`config.mk`:
```
export PLATFORM = sky130hd
export DESIGN_NAME = seven_seg_scanner
export DESIGN_NICKNAME = d
export VERILOG_FILES = /design/src/rtl/seven_seg_scanner.sv
export SDC_FILE = /design/constraint.sdc
export NUM_CORES = 1
export LEC_CHECK = 0
export BUFFER_PORTS_ARGS = -buffer_cell sky130_fd_sc_hd__buf_2
export CAP_MARGIN = 25
export CORE_ASPECT_RATIO = 0.9
export CORE_MARGIN = 8
export CORE_UTILIZATION = 40
export CTS_CLUSTER_DIAMETER = 40
export DETAILED_ROUTE_END_ITERATION = 8
export HOLD_SLACK_MARGIN = 0.15
export PLACE_DENSITY_LB_ADDON = 0.12
export SYNTH_ARGS = -nofsm -noshare
export SYNTH_HDL_FRONTEND = slang
export SYNTH_SLANG_ARGS = --single-unit
```
`constraint.sdc`:
```
create_clock -name clk -period 3.9 [get_ports clk]
set_input_delay 0.195 -clock clk [delete_from_list [all_inputs] [get_ports clk]]
set_output_delay 0.195 -clock clk [all_outputs]
set_load 0.02 [all_outputs]
```
`src/rtl/seven_seg_scanner.sv`:
```
// seven_seg_scanner: time-multiplexed driver for NDIG 7-segment digits.
// BCD digits are double-buffered (pending -> active) so that a frame never
// tears. One digit is shown per REFRESH_DIV clocks. All outputs are registered.
module seven_seg_scanner #(
    parameter int NDIG        = 4,
    parameter int REFRESH_DIV = 1000,
    parameter int BLANK_LZ    = 1
) (
    input  logic                clk,
    input  logic                rst,
    input  logic                load,
    input  logic [4*NDIG-1:0]   bcd_in,
    output logic [6:0]          seg,
    output logic [NDIG-1:0]     dig_en,
    output logic                frame_done
);

    localparam int IDX_W = $clog2(NDIG);
    localparam int DIV_W = $clog2(REFRESH_DIV);

    localparam logic [DIV_W-1:0] DIV_LAST = DIV_W'(REFRESH_DIV - 1);
    localparam logic [IDX_W-1:0] IDX_LAST = IDX_W'(NDIG - 1);

    logic [DIV_W-1:0]  div;
    logic [IDX_W-1:0]  idx;
    logic [4*NDIG-1:0] pending;
    logic [4*NDIG-1:0] active;
    logic              frame_start;   // first cycle of a new frame internally

    logic              tick;
    logic              wrap;

    logic [3:0]        cur_digit;
    logic              upper_nz;      // selected digit or any above it is non-zero
    logic              blank;
    logic [6:0]        seg_d;
    logic [NDIG-1:0]   en_d;

    assign tick = (div == DIV_LAST);
    assign wrap = tick && (idx == IDX_LAST);

    // Refresh divider and scan index; the index wrap is the frame boundary.
    always_ff @(posedge clk) begin
        if (!rst) begin
            div <= '0;
            idx <= '0;
        end else begin
            if (tick) begin
                div <= '0;
                if (idx == IDX_LAST) idx <= '0;
                else                 idx <= idx + 1'b1;
            end else begin
                div <= div + 1'b1;
            end
        end
    end

    // Double buffer: loads land in pending; active only moves at the boundary,
    // and a load on the boundary cycle bypasses pending.
    always_ff @(posedge clk) begin
        if (!rst) begin
            pending     <= '0;
            active      <= '0;
            frame_start <= 1'b0;
        end else begin
            if (load) pending <= bcd_in;
            if (wrap) active  <= load ? bcd_in : pending;
            frame_start <= wrap;
        end
    end

    // Select the scanned digit and find whether any digit at or above it is non-zero.
    always_comb begin
        cur_digit = '0;
        upper_nz  = 1'b0;
        for (int i = 0; i < NDIG; i++) begin
            if (IDX_W'(i) == idx) cur_digit = active[4*i +: 4];
            if ((IDX_W'(i) >= idx) && (active[4*i +: 4] != 4'd0)) upper_nz = 1'b1;
        end
    end

    // BCD to segments {a,b,c,d,e,f,g}; invalid codes show a dash.
    always_comb begin
        seg_d = 7'b0000001;
        case (cur_digit)
            4'd0: seg_d = 7'b1111110;
            4'd1: seg_d = 7'b0110000;
            4'd2: seg_d = 7'b1101101;
            4'd3: seg_d = 7'b1111001;
            4'd4: seg_d = 7'b0110011;
            4'd5: seg_d = 7'b1011011;
            4'd6: seg_d = 7'b1011111;
            4'd7: seg_d = 7'b1110000;
            4'd8: seg_d = 7'b1111111;
            4'd9: seg_d = 7'b1111011;
            default: seg_d = 7'b0000001;
        endcase
    end

    assign blank = (BLANK_LZ != 0) && (idx != '0) && !upper_nz;
    assign en_d  = NDIG'(1) << idx;

    // Output register: segment bus and digit enable always update together.
    always_ff @(posedge clk) begin
        if (!rst) begin
            seg        <= '0;
            dig_en     <= '0;
            frame_done <= 1'b0;
        end else begin
            seg        <= blank ? 7'b0000000 : seg_d;
            dig_en     <= en_d;
            frame_done <= frame_start;
        end
    end

endmodule

```
==> impl_metrics.tcl <==
set metrics [dict create \
    final_hold_viol_count 0 \
    fin_util 0.4827 \
    fin_crit_sh 0.6334 \
    fmax_mhz 404.8 \
    status "finished clean" \
    holdPathStages 3 \
    place_area_um2 2635 \
    grt_pass1_vias 1811 \
    grt-ovfl-total 0 \
    grt_setup_unrepaired "no" \
    synth_cell_types 44 \
    grt_usage 0.1200 \
    first_pass_iters 4 \
    cts_buffer_depth 2 \
    crit_type "reg -> reg" \
    grt_max_degree 38 \
    areaGrowthSynthToFinish_pct 19.40 \
    slowest_stage "dfxtp_1" \
    dp_hpwl_um 3359 \
    synthArstFlopShare 0 \
    antenna_cells 0 \
    finalPower_mw 1.234 \
    htree_levels 3 \
    critPathBufInv 2 \
    design_area_um2 2903 \
    r2r_end "seg[3]" \
    initial_utilization 0.4043 \
    relSlewSlack 0.4719 \
    end_kind "flop" \
    synthesis.instances 245 \
    clkTransAtPathRegs_ns 0.06 \
    r2r_slack_ns 1.43 \
    vias 1801 \
    r2r_cells 8 \
    fin_cells 359 \
    synth_flop_cell "dfxtp_1" \
    clock_latency_ns 0.33 \
    ys_ff_latch 57 \
    syn-num-nets 273 \
    syn_avg_cell_area_um2 9.923 \
    synth_top_area_cell "dfxtp_1" \
    antenna_found_initial 0 \
    num_rows 27 \
    cts_tree "done" \
    slowest_delay_ns 0.47 \
    cts_buffers 9 \
    fin_setup_tns_ns 0 \
    clock-skew-final_ns 0.006849 \
    crit_path_max_fanout 9 \
    place.gp.congestion 0.7897 \
    fin_crit_ns 2.470 \
    peakVddDrop_mv 0.2163 \
    synth_top_area_frac 0.4694 \
    synth_edf_count 0 \
    ios 31 \
    crit_path_start_kind "flop" \
    ys_seq_area_frac 0.4694 \
    post_cts_resized 0 \
    dieHeight_um 89.96 \
    synth_area_leaders "dfxtp_1 (47%), ha_1 (4.6%), mux2_2 (4.6%), nand2_1 (3.9%), a2bb2oi_1 (3.2%)" \
    worstPathRequired_ns 4.13 \
    maxCapViolCount 0 \
    rr_startpoint "idx[1]" \
    grt_first_pass_wirelength_um 8466 \
    viasPerCell 5.017 \
    avgRoutedWirePerCell_um 13.61 \
    ys_warn_count 0 \
    postRouteAntennaNets 0 \
    wl_um 4887 \
    setup_viol_count_final 0 \
    cp_cell_sequence "inv_1, ha_1, a211oi_1, a211o_1, inv_1, ha_1, a21oi_1, a2111oi_2" \
    core-area_um2 6013 \
    clkSinkCount 57 \
    cpLargestDelayFamily "compound AO/OA/AOI/OAI gates" \
    drive_above_1_share 0.2125 \
    drv_slew 0 \
    min_from "bcd_in[15]" \
    hp-class "in -> reg" \
    cts_root_buffer "clkbuf_8" \
    power_density_nw_per_um2 425.0 \
    min_to "pending[15]" \
    p_leak_nw 1.370 \
    dp.cells 337 \
    fillers 579 \
    dieArea_um2 8832 \
    die_w_um 98.18 \
    io_buffers 30 \
    nets 310 \
    worst_pin_slew_ns 0.7921 \
    drc 0 \
    arrival_ns 2.70 \
    syn_area_um2 2431 \
    first_iter_violations 152 \
]
[worst max path at each step]
stage	from	slack (ns)	endpoint	depth (start not counted)
floorplan	idx[1]	1.77	seg[2]	8
global placement	idx[1]	1.49	seg[0]	6
detailed placement	idx[1]	1.47	seg[2]	8
CTS	idx[1]	1.45	seg[2]	8
global route	idx[1]	1.21	seg[0]	5
finish	idx[1]	1.43	seg[3]	8
[placed cells by master (no fill, tap or decap), drive strengths merged, types with 9 or more instances in the layout]
cell,instances
inv,16
clkbuf,14
ha,9
nand2,25
nor2b,10
dfxtp,57
buf,31
nor2,11
a2bb2oi,9
mux2,10
[metal layers]
layer / share of wire / up-vias / routed length [um] / track usage
met2: 0.40 / 43 / 1947 / 0.1699
met3: 0.058 / 11 / 282 / 0.04854
met4: 0.024 / 0 / 115 / 0.06897
met5: 0 / - / 0 / 0
met1: 0.52 / 803 / 2542 / 0.1500
li1: - / 944 / - / -
[flip-flops by register name (all words and copies together) (netlist names)]
register and count:
active 16, frame_start 1, dig_en 4, div 10
frame_done 1, idx 2, pending 16, seg 7
[power by group]
| part | internal (mW) | switching, mW | leakage [nW] |
|---|---|---|---|
| Clock | 0.347 | 0.218 | 0.107 |
| Sequential | 0.599 | 0.00473 | 0.466 |
| Combinational | 0.0314 | 0.0341 | 0.797 |
[synth_stat cells, types with 3 or more instances]
master	number
inv_1	16
ha_1	9
nor3_1	4
nand3_1	3
nor2b_1	10
and3_1	4
xnor2_1	6
nor4_1	4
a211o_1	3
a211oi_1	4
o211ai_1	4
o211a_1	7
mux2_2	10
clkbuf_1	6
nand3b_1	4
or3_1	3
a2bb2oi_1	9
dfxtp_1	57
nor2_1	11
a21oi_1	6
nand2_1	25
nor3b_1	3
mux2i_1	7
buf_2	3
and2_1	3
[worst reg2reg max path, cell delays in order, from the launching register on]
cell and delay (ns):
dfxtp_1 0.47, inv_1 0.14, ha_1 0.30, a211oi_1 0.27, a211o_1 0.30, inv_1 0.15
ha_1 0.31, a21oi_1 0.07, a2111oi_2 0.37
[stage by stage]
step | hold WS (ns) | setup WS [ns]
after floorplan | 0.3844 | 1.771
after global placement | 0.4185 | 1.494
after detailed placement | 0.4177 | 1.472
after CTS | 0.1532 | 1.447
after global routing | 0.1731 | 1.206
final | 0.1707 | 1.430
[area by class of cell]
class / count / area, um^2 / share of cell area
clock buffer: 14 / 172.7 / 0.05948
timing repair buffer: 37 / 217.7 / 0.07500
sequential: 57 / 1141 / 0.3931
tap: 72 / 90.09 / 0.03103
inverter: 16 / 60.06 / 0.02069
multi-input combinational: 161 / 1186 / 0.4086
clock inverter: 2 / 35.03 / 0.01207
[cell families after synthesis]
kind of cell | share of synthesized area
muxes | 0.07514
DFF | 0.4694
buffers and inverters | 0.04632
adders and majority gates | 0.04632
xor gates and xnor gates | 0.02882
AOI/OAI and AO/OA | 0.1503
and+or+nand+nor | 0.1837
[what timing repair did]
action	4_1_cts	5_1_grt
hold endpoints to repair	6	0
setup buffers	0	0
hold buffers	6	0
Power figures use the tool's default switching activity.
